==> config.mk <==
export PLATFORM = sky130hd
export DESIGN_NAME = mem_arbiter_flat
export DESIGN_NICKNAME = d
export VERILOG_FILES = /design/src/rtl/mem_arb_pkg.sv /design/src/rtl/mem_arb_if.sv /design/src/rtl/mem_arb_fsm.sv /design/src/rtl/mem_arbiter.sv /design/src/flat_wrapper.sv
export SDC_FILE = /design/constraint.sdc
export NUM_CORES = 1
export LEC_CHECK = 0
export ABC_AREA = 1
export BUFFER_PORTS_ARGS = -buffer_cell sky130_fd_sc_hd__buf_2
export CORE_AREA = 8 8 109 111
export DETAILED_ROUTE_END_ITERATION = 8
export DIE_AREA = 0 0 117 119
export HOLD_SLACK_MARGIN = 0.02
export RECOVER_POWER = 25
export SLEW_MARGIN = 40
export SYNTH_ARGS = -nofsm -noshare
export SYNTH_HDL_FRONTEND = slang
export SYNTH_HIERARCHICAL = 1
export SYNTH_SLANG_ARGS = --single-unit
==> constraint.sdc <==
create_clock -name clk -period 3.75 [get_ports clk]
set_clock_uncertainty 0.1 [all_clocks]
set_input_delay 0.1875 -clock clk [delete_from_list [all_inputs] [get_ports clk]]
set_output_delay 0.1875 -clock clk [all_outputs]
set_load 0.005 [all_outputs]
==> src/rtl/mem_arb_pkg.sv <==
// Shared types and sizing helpers for the two-master data-memory arbiter.
// Build option MEM_ARB_RR_EN selects round-robin arbitration; default is fixed CPU priority.
package mem_arb_pkg;

    typedef enum logic [1:0] {
        IDLE    = 2'd0,
        OWN_CPU = 2'd1,
        OWN_EXT = 2'd2
    } arb_state_t;

    typedef enum logic {
        CPU = 1'b0,
        EXT = 1'b1
    } owner_t;

    // A single-transfer burst limit still needs a one-bit counter.
    function automatic int burst_cnt_w(input int max_burst);
        int w;
        w = $clog2(max_burst);
        return (w < 1) ? 1 : w;
    endfunction

endpackage

==> src/rtl/mem_arb_if.sv <==
// Per-master request/grant channel into the arbiter; the arbiter takes the slave side.
interface mem_arb_if #(
    parameter int DATA_W = 32,
    parameter int ADDR_W = 32
);

    logic              req;
    logic              we;
    logic [ADDR_W-1:0] addr;
    logic [DATA_W-1:0] wdata;
    logic              gnt;
    logic              rvalid;
    logic [DATA_W-1:0] rdata;

    modport master (
        output req, we, addr, wdata,
        input  gnt, rvalid, rdata
    );

    modport slave (
        input  req, we, addr, wdata,
        output gnt, rvalid, rdata
    );

endinterface

==> src/rtl/mem_arb_fsm.sv <==
// Ownership FSM with burst counter and last-owner tracking.
// MEM_ARB_RR_EN: round-robin tie-break and burst limit on both masters; otherwise CPU-priority.
module mem_arb_fsm
    import mem_arb_pkg::*;
#(
    parameter int MAX_BURST = 4
) (
    input  logic clk,
    input  logic reset,
    input  logic cpu_req,
    input  logic ext_req,
    output logic cpu_gnt,
    output logic ext_gnt,
    output logic cpu_xfer,
    output logic ext_xfer
);

    localparam int               CNT_W   = burst_cnt_w(MAX_BURST);
    localparam logic [CNT_W-1:0] CNT_MAX = CNT_W'(MAX_BURST - 1);

`ifdef MEM_ARB_RR_EN
    localparam bit CPU_LIMITED = 1'b1;
`else
    localparam bit CPU_LIMITED = 1'b0;
`endif

    arb_state_t       state_q, state_d;
    logic [CNT_W-1:0] cnt_q, cnt_d;
    owner_t           last_owner_q, last_owner_d;
    logic             cnt_sat;
    logic             tie_to_ext;

    always_ff @(posedge clk or negedge reset) begin
        if (!reset) begin
            state_q      <= IDLE;
            cnt_q        <= '0;
            last_owner_q <= EXT;
        end else begin
            state_q      <= state_d;
            cnt_q        <= cnt_d;
            last_owner_q <= last_owner_d;
        end
    end

    always_comb begin
        state_d      = state_q;
        cnt_d        = cnt_q;
        last_owner_d = last_owner_q;

        cpu_gnt  = (state_q == OWN_CPU);
        ext_gnt  = (state_q == OWN_EXT);
        cpu_xfer = cpu_gnt && cpu_req;
        ext_xfer = ext_gnt && ext_req;
        cnt_sat  = (cnt_q == CNT_MAX);

`ifdef MEM_ARB_RR_EN
        tie_to_ext = (last_owner_q == CPU);
`else
        tie_to_ext = 1'b0;
`endif

        case (state_q)
            IDLE: begin
                if (cpu_req && ext_req) begin
                    state_d = tie_to_ext ? OWN_EXT : OWN_CPU;
                end else if (cpu_req) begin
                    state_d = OWN_CPU;
                end else if (ext_req) begin
                    state_d = OWN_EXT;
                end
            end
            OWN_CPU: begin
                if (!cpu_req) begin
                    state_d = ext_req ? OWN_EXT : IDLE;
                end else if (CPU_LIMITED && cnt_sat && ext_req) begin
                    state_d = OWN_EXT;
                end
            end
            OWN_EXT: begin
                if (!ext_req) begin
                    state_d = cpu_req ? OWN_CPU : IDLE;
                end else if (cnt_sat && cpu_req) begin
                    state_d = OWN_CPU;
                end
            end
            default: begin
                state_d = IDLE;
            end
        endcase

        // Any change of ownership (including release to IDLE) starts a fresh burst.
        if (state_d != state_q) begin
            cnt_d = '0;
        end else if ((cpu_xfer || ext_xfer) && !cnt_sat) begin
            cnt_d = cnt_q + CNT_W'(1);
        end

        if (state_d == OWN_CPU && state_q != OWN_CPU) begin
            last_owner_d = CPU;
        end else if (state_d == OWN_EXT && state_q != OWN_EXT) begin
            last_owner_d = EXT;
        end
    end

endmodule

==> src/rtl/mem_arbiter.sv <==
// Shares one synchronous data-memory port between the CPU load/store path and an external master.
// MEM_ARB_RR_EN selects round-robin arbitration; undefined gives fixed CPU priority.
module mem_arbiter
    import mem_arb_pkg::*;
#(
    parameter int DATA_W    = 32,
    parameter int ADDR_W    = 32,
    parameter int MAX_BURST = 4
) (
    input  logic              clk,
    input  logic              reset,
    mem_arb_if.slave          cpu,
    mem_arb_if.slave          ext,
    output logic              mem_we,
    output logic [ADDR_W-1:0] mem_addr,
    output logic [DATA_W-1:0] mem_wdata,
    input  logic [DATA_W-1:0] mem_rdata
);

    logic cpu_gnt, ext_gnt;
    logic cpu_xfer, ext_xfer;
    logic rd_pend_cpu_q, rd_pend_cpu_d;
    logic rd_pend_ext_q, rd_pend_ext_d;

    mem_arb_fsm #(
        .MAX_BURST (MAX_BURST)
    ) u_fsm (
        .clk      (clk),
        .reset    (reset),
        .cpu_req  (cpu.req),
        .ext_req  (ext.req),
        .cpu_gnt  (cpu_gnt),
        .ext_gnt  (ext_gnt),
        .cpu_xfer (cpu_xfer),
        .ext_xfer (ext_xfer)
    );

    always_comb begin
        mem_we        = 1'b0;
        mem_addr      = '0;
        mem_wdata     = '0;
        rd_pend_cpu_d = cpu_xfer && !cpu.we;
        rd_pend_ext_d = ext_xfer && !ext.we;

        if (cpu_xfer) begin
            mem_we    = cpu.we;
            mem_addr  = cpu.addr;
            mem_wdata = cpu.wdata;
        end else if (ext_xfer) begin
            mem_we    = ext.we;
            mem_addr  = ext.addr;
            mem_wdata = ext.wdata;
        end
    end

    // Read return is tagged by issuer, so a read in the last owned cycle survives a handoff.
    always_ff @(posedge clk or negedge reset) begin
        if (!reset) begin
            rd_pend_cpu_q <= 1'b0;
            rd_pend_ext_q <= 1'b0;
        end else begin
            rd_pend_cpu_q <= rd_pend_cpu_d;
            rd_pend_ext_q <= rd_pend_ext_d;
        end
    end

    assign cpu.gnt    = cpu_gnt;
    assign ext.gnt    = ext_gnt;
    assign cpu.rvalid = rd_pend_cpu_q;
    assign ext.rvalid = rd_pend_ext_q;
    assign cpu.rdata  = rd_pend_cpu_q ? mem_rdata : '0;
    assign ext.rdata  = rd_pend_ext_q ? mem_rdata : '0;

endmodule

==> src/flat_wrapper.sv <==
// flat-port wrapper written by rule: the top's interface ports become plain ports
module mem_arbiter_flat import mem_arb_pkg::*;
#(
    parameter int DATA_W    = 32,
    parameter int ADDR_W    = 32,
    parameter int MAX_BURST = 4
)
  (clk, reset, mem_we, mem_addr, mem_wdata, mem_rdata, cpu_req, cpu_we, cpu_addr, cpu_wdata, cpu_gnt, cpu_rvalid, cpu_rdata, ext_req, ext_we, ext_addr, ext_wdata, ext_gnt, ext_rvalid, ext_rdata);
  mem_arb_if #(.DATA_W(DATA_W), .ADDR_W(ADDR_W)) cpu_i ();
  mem_arb_if #(.DATA_W(DATA_W), .ADDR_W(ADDR_W)) ext_i ();
  input  logic clk;
  input  logic reset;
  output logic mem_we;
  output logic [ADDR_W-1:0] mem_addr;
  output logic [DATA_W-1:0] mem_wdata;
  input  logic [DATA_W-1:0] mem_rdata;
  input wire logic [$bits(cpu_i.req)-1:0] cpu_req;
  input wire logic [$bits(cpu_i.we)-1:0] cpu_we;
  input wire logic [$bits(cpu_i.addr)-1:0] cpu_addr;
  input wire logic [$bits(cpu_i.wdata)-1:0] cpu_wdata;
  output wire logic [$bits(cpu_i.gnt)-1:0] cpu_gnt;
  output wire logic [$bits(cpu_i.rvalid)-1:0] cpu_rvalid;
  output wire logic [$bits(cpu_i.rdata)-1:0] cpu_rdata;
  input wire logic [$bits(ext_i.req)-1:0] ext_req;
  input wire logic [$bits(ext_i.we)-1:0] ext_we;
  input wire logic [$bits(ext_i.addr)-1:0] ext_addr;
  input wire logic [$bits(ext_i.wdata)-1:0] ext_wdata;
  output wire logic [$bits(ext_i.gnt)-1:0] ext_gnt;
  output wire logic [$bits(ext_i.rvalid)-1:0] ext_rvalid;
  output wire logic [$bits(ext_i.rdata)-1:0] ext_rdata;
  assign cpu_i.req = cpu_req;
  assign cpu_i.we = cpu_we;
  assign cpu_i.addr = cpu_addr;
  assign cpu_i.wdata = cpu_wdata;
  assign cpu_gnt = cpu_i.gnt;
  assign cpu_rvalid = cpu_i.rvalid;
  assign cpu_rdata = cpu_i.rdata;
  assign ext_i.req = ext_req;
  assign ext_i.we = ext_we;
  assign ext_i.addr = ext_addr;
  assign ext_i.wdata = ext_wdata;
  assign ext_gnt = ext_i.gnt;
  assign ext_rvalid = ext_i.rvalid;
  assign ext_rdata = ext_i.rdata;
  mem_arbiter #(.DATA_W(DATA_W), .ADDR_W(ADDR_W), .MAX_BURST(MAX_BURST)) u_core (.clk(clk), .reset(reset), .cpu(cpu_i), .ext(ext_i), .mem_we(mem_we), .mem_addr(mem_addr), .mem_wdata(mem_wdata), .mem_rdata(mem_rdata));
endmodule
==> results.json, run 1 <==
{
  "run_status": "completed",
  "start_util_pct": 17.9,
  "avgSynthCellArea_um2": 4.56,
  "portBuffers": 298,
  "numClockSinks": 6,
  "hold-worst-slack_ns": 0.0334,
  "grt_util_all_layers_pct": 13.8,
  "powerDensity_nw_per_um2": 147,
  "syn-num-nets": 563,
  "antenna_found_initial": 2,
  "clock_latency_ns": 0.22,
  "worst_slack_ns": 1.55,
  "peakVddDrop_mv": 0.113,
  "drc_errors": 0,
  "final_nets": 841,
  "path_max_fanout": 65,
  "place.gp.congestion": 0.840,
  "setup_viol": 0,
  "area_growth_syn_to_layout_pct": 84.8,
  "placedCellCount": 804,
  "first_global_vias": 3077,
  "fillers": 1200,
  "routed_via_density": 4.05,
  "startpoint_type": "flip-flop",
  "grt_pass1_wl_mm": 15.7,
  "die_w_um": 117,
  "rsz0062_at_grt": "no",
  "worstPathCellList": "inv_2 -> nand3_1 -> inv_2 -> buf_4 -> nand2_1 -> nand2_1 -> buf_2",
  "grt_overflow": 0,
  "total_power_mw": 0.490,
  "rows": 37,
  "fin_util_pct": 33.1,
  "ys_seq_area_share_pct": 8.31,
  "post_drt_wl_per_cell_um": 13.5,
  "stdcell_area_um2": 3340,
  "fp.dieArea_um2": 13900,
  "multi_input_area_um2": 1200,
  "cts_max_level": 1,
  "required_ns": 3.46,
  "core-area_um2": 10100,
  "dieHeight_um": 119,
  "cts_tree": "built",
  "drtIter0Drc": 134,
  "clk_pin_slew_ns": 0.04,
  "wl_mm": 10.9,
  "ant_nets": 0,
  "dpl.hpwl_mm": 9.11,
  "max_stage_delay_ns": 0.53,
  "io_pins": 299,
  "drv_slew": 0,
  "grt_max_degree": 67,
  "place_ws_ns": 1.78,
  "ys_ff_latch": 6,
  "postCtsSetupRepairBufs": 0,
  "clk_root_buffer_cell": "clkbuf_8",
  "dr.pass1.iters": 4,
  "fin_cells": 809,
  "min_period_over_period_pct": 58.7,
  "diodes": 0,
  "arrival_ns": 1.91,
  "vias": 3274,
  "clk_path_buf_depth": 2,
  "setup_tns_ns": 0,
  "maxCapViolations": 0,
  "synth_cell_types": 16,
  "crit_type": "flip-flop to output pin",
  "endpoint_kind": "output pin",
  "drive_above_1_share_pct": 43.7,
  "hold_viol_final": 0,
  "syn_area_um2": 1810,
  "postCtsHoldBufs": 1,
  "cts_inserted_buffers": 3,
  "ctsResizeCount": 0,
  "seqCellArea_um2": 150,
  "synthCells": 396,
  "post-route-min-period_ns": 2.20,
  "worst_pin_slew_ns": 0.994,
  "leakagePower_nw": 2.75,
  "relSlewSlack_pct": 33.7,
  "ys_warn_count": 6,
  "hold_class": "input pin to flip-flop",
  "cp_slowest_cell": "buf_4",
  "max_freq_ghz": 0.454,
  "post_dp_cell_area_um2": 3310
}
[cell usage after synthesis]
cell      count  share of area [%]
nand3_1      69                 19
nand3_2       1               0.55
o21ai_0       2               0.55
dfrtp_1       6                8.3
nor2_1        7                1.5
buf_2        10                2.8
inv_1        72                 15
ha_1          1               0.69
o22ai_1       1               0.35
nand2_2       2               0.69
clkbuf_1      1               0.21
inv_2         3               0.62
buf_6         1               0.62
nand2_1     204                 42
buf_4        15                6.2
xor2_1        1               0.48
[power breakdown]
part / internal (mW) / switching (mW) / total (mW)
logic: 0.143 / 0.162 / 0.305
clock network: 0.0733 / 0.0301 / 0.103
registers: 0.0698 / 0.0114 / 0.0812
[registers in the layout, indices dropped and copies added, names as in the netlist]
signal,flops
u_core/cpu.rvalid,1
u_core/ext.rvalid,1
u_core/u_fsm/cnt_q,2
u_core/u_fsm/state_q,2
[metal layers]
metal  track usage, %  up-vias  wire length (um)
met5                0        -                22
met4             1.92        4                40
met3             5.41        6              1580
met2             25.9      197              5310
met1             14.1     1349              3930
li1                 -     1718                 -
[cell families after synthesis]
kind of cell	Yosys count	synth area share [%]
buffers and inverters	102	25.4
adders and majority gates	1	0.692
AOI/OAI and AO/OA	3	0.901
xor gates and xnor gates	1	0.485
DFF	6	8.31
and+or+nand+nor	283	64.2
[layout make-up]
cell class	instances	share of cell area, %
inverter	75	8.58
tap	136	5.10
timing repair buffer	300	44.6
sequential	6	4.50
multi-input combinational	288	35.9
clock buffer	4	1.35
[cells in the final DEF, fill, tap and decap left out]
cell           count
buf_2            282
nand2_1          204
inv_1             70
nand3_1           69
clkbuf_1          17
nor2_1             7
dfrtp_1            6
clkbuf_8           3
inv_2              3
inv_4              2
nand2_2            2
o21ai_0            2
dlygate4sd3_1      1
buf_4              1
nand3_2            1
o22ai_1            1
xor2_1             1
ha_1               1
[worst paths after layout]
check                                        startpoint                 endpoint  slack [ns]  cells after the start
worst max register to register  u_core/u_fsm/state_q[0]        u_core/ext.rvalid        2.25                      5
max in group asynchronous                         reset    u_core/u_fsm/cnt_q[1]        2.99                      2
min in group asynchronous                         reset  u_core/u_fsm/state_q[0]        0.28                      2
worst min-delay path                             cpu_we        u_core/cpu.rvalid        0.03                      2
worst min register to register    u_core/u_fsm/cnt_q[0]    u_core/u_fsm/cnt_q[0]        0.50                      2
worst max-delay path            u_core/u_fsm/state_q[1]             mem_addr[25]        1.55                      7
[worst max-delay path: cells and delay by family (launching register included)]
family,cells,cell delay [ns]
flip-flops,1,0.43
AND/OR/NAND/NOR,3,0.37
buffers and inverters,4,0.85
No activity file was read; power rests on OpenSTA's default activity.
==> run 2, diff against run 1 <==
==> constraint.sdc (replaced) <==
create_clock -name clk -period 1.9 [get_ports clk]
set_clock_uncertainty 0.1 [all_clocks]
set_input_delay 0.095 -clock clk [delete_from_list [all_inputs] [get_ports clk]]
set_output_delay 0.095 -clock clk [all_outputs]
set_load 0.005 [all_outputs]
==> run 2 against run 1 <==
Final area increased by 3.1%. Critical path depth unchanged. Global-route usage increased by 0.19 points. Setup slack got worse by 1.4 ns. Wire length increased by 1.6%. Core utilization increased by 1.0 points. Worst hold slack improved by 0.045 ns. First-iteration DRC count increased by 7.5%. Sequential cell count unchanged. Clock power increased by 83%. Via count increased by 1.5%. Critical path type unchanged.
==> results.json, run 2 (synthesis results as in run 1) <==
{
  "cts_inserted_buffers": 3,
  "dieHeight_um": 119,
  "drive_above_1_share_pct": 43.5,
  "clock_latency_ns": 0.22,
  "vias": 3323,
  "numClockSinks": 6,
  "powerDensity_nw_per_um2": 285,
  "clk_pin_slew_ns": 0.04,
  "max_freq_ghz": 0.567,
  "power_frac_clock_pct": 19.3,
  "area_growth_syn_to_layout_pct": 90.5,
  "ff2ff_path_depth": 6,
  "hold_class": "input pin to flip-flop",
  "clk_root_buffer_cell": "clkbuf_8",
  "p_int_mw": 0.581,
  "max_stage_delay_ns": 0.38,
  "pwr-share-comb_pct": 66.1,
  "leakagePower_nw": 2.78,
  "drtIter0Drc": 144,
  "cts_max_level": 1,
  "r2r_end": "u_core/ext.rvalid",
  "wl_mm": 11.1,
  "core-area_um2": 10100,
  "post-route-min-period_ns": 1.76,
  "antenna_found_initial": 2,
  "setup_tns_ns": 0,
  "worst_pin_slew_ns": 0.608,
  "setup_viol": 0,
  "reg_top3": "u_core/u_fsm/cnt_q (2), u_core/u_fsm/state_q (2)",
  "fillers": 1217,
  "power_switching_mw": 0.399,
  "placedCellCount": 809,
  "crit_type": "flip-flop to output pin",
  "grt_overflow": 0,
  "clk_path_buf_depth": 2,
  "startpoint_type": "flip-flop",
  "start_util_pct": 17.9,
  "dpl.hpwl_mm": 9.24,
  "relSlewSlack_pct": 59.5,
  "layout_commonest_cell": "buf_2",
  "drv_slew": 0,
  "cp_slowest_cell": "dfrtp_1",
  "diodes": 0,
  "rsz0062_at_grt": "no",
  "fin_cells": 816,
  "routed_via_density": 4.07,
  "final_nets": 849,
  "place_ws_ns": 0.278,
  "io_pins": 299,
  "worstPathCellList": "nand3_1 -> inv_2 -> inv_4 -> buf_12 -> nand3_1 -> nand2_1 -> buf_2",
  "first_global_vias": 3206,
  "dr.pass1.iters": 4,
  "portBuffers": 298,
  "worst_slack_ns": 0.136,
  "grt_max_degree": 67,
  "path_max_fanout": 51,
  "fp.dieArea_um2": 13900,
  "hold_viol_final": 0,
  "sw_frac_of_total_pct": 40.7,
  "post_drt_wl_per_cell_um": 13.5,
  "ant_nets": 0,
  "reg2reg_from": "u_core/u_fsm/state_q[0]",
  "startpoint": "u_core/u_fsm/state_q[0]",
  "grt_util_all_layers_pct": 13.9,
  "cts_tree": "built",
  "crit_top_cell": "nand3_1",
  "run_status": "completed",
  "drc_errors": 0,
  "min_period_over_period_pct": 92.9,
  "die_w_um": 117,
  "crit_end": "mem_wdata[18]",
  "grt_pass1_wl_mm": 16.1,
  "arrival_ns": 1.57,
  "layout_common_cells": "buf_2 (278), nand2_1 (204), inv_1 (70), nand3_1 (69), clkbuf_1 (20)",
  "required_ns": 1.70,
  "peakVddDrop_mv": 0.118,
  "p_seq_share_pct": 14.6,
  "rrSetupSlack_ns": 0.58,
  "maxCapViolations": 0,
  "place.gp.congestion": 0.848,
  "endpoint_kind": "output pin",
  "rows": 37
}
## run 2: layer usage
layer	global-route usage (%)	share of wire [%]	up-vias	wire length, um
met5	0	0.20	-	22
met4	1.68	0.39	4	43
met3	5.91	16	8	1720
met2	26.8	49	209	5430
met1	13.7	35	1371	3840
li1	-	-	1731	-
## run 2: timing repair
action                                 in CTS  in global routing
setup endpoints to repair                   0                 49
setup buffers                               0                  0
hold buffers                                3                  0
endpoints found under the hold margin       8                  0
resized for setup                           0                  2
## run 2: final cells by class
type	instances	area, um^2	share of cell area (%)
inverters	75	284	8.25
well taps	136	170	4.94
repair buffers	308	1600	46.5
flip-flops and latches	6	150	4.36
multi-input cells	288	1200	34.8
clock buffers	3	41.3	1.20
## run 2: how the worst min path moves through the flow
stage,start,slack [ns],endpoint,depth (start not counted)
6_report,cpu_req,0.08,u_core/u_fsm/state_q[0],3
5_1_grt,ext_req,0.12,u_core/u_fsm/state_q[1],3
3_3_place_gp,reset,-0.17,u_core/cpu.rvalid,1
2_1_floorplan,reset,-0.30,u_core/cpu.rvalid,0
3_5_place_dp,reset,-0.17,u_core/cpu.rvalid,1
4_1_cts,cpu_req,0.07,u_core/u_fsm/state_q[0],3
## run 2: through the flow
stage	utilization, %	power, mW	hold slack [ns]	area (um^2)
after CTS	34.1	0.996	0.0721	3440
after floorplan	-	0.432	-0.301	1810
after global routing	34.1	1.08	0.121	3440
final	34.1	0.980	0.0789	3440
after global placement	33.4	0.795	-0.168	3370
after detailed placement	33.4	0.795	-0.167	3370
## run 2: power groups by stage
stage	registers (mW)	clock network (mW)	logic, mW
2_1_floorplan	0.148	0	0.284
3_5_place_dp	0.145	0	0.650
5_1_grt	0.144	0.203	0.729
6_report	0.143	0.189	0.648
3_3_place_gp	0.145	0	0.650
4_1_cts	0.144	0.196	0.656
## run 2: critical path, delay by kind of cell, from the launching register on
kind / cells / cell delay, ns
buffers and inverters: 4 / 0.58
flip-flops: 1 / 0.38
AND/OR/NAND/NOR: 3 / 0.34
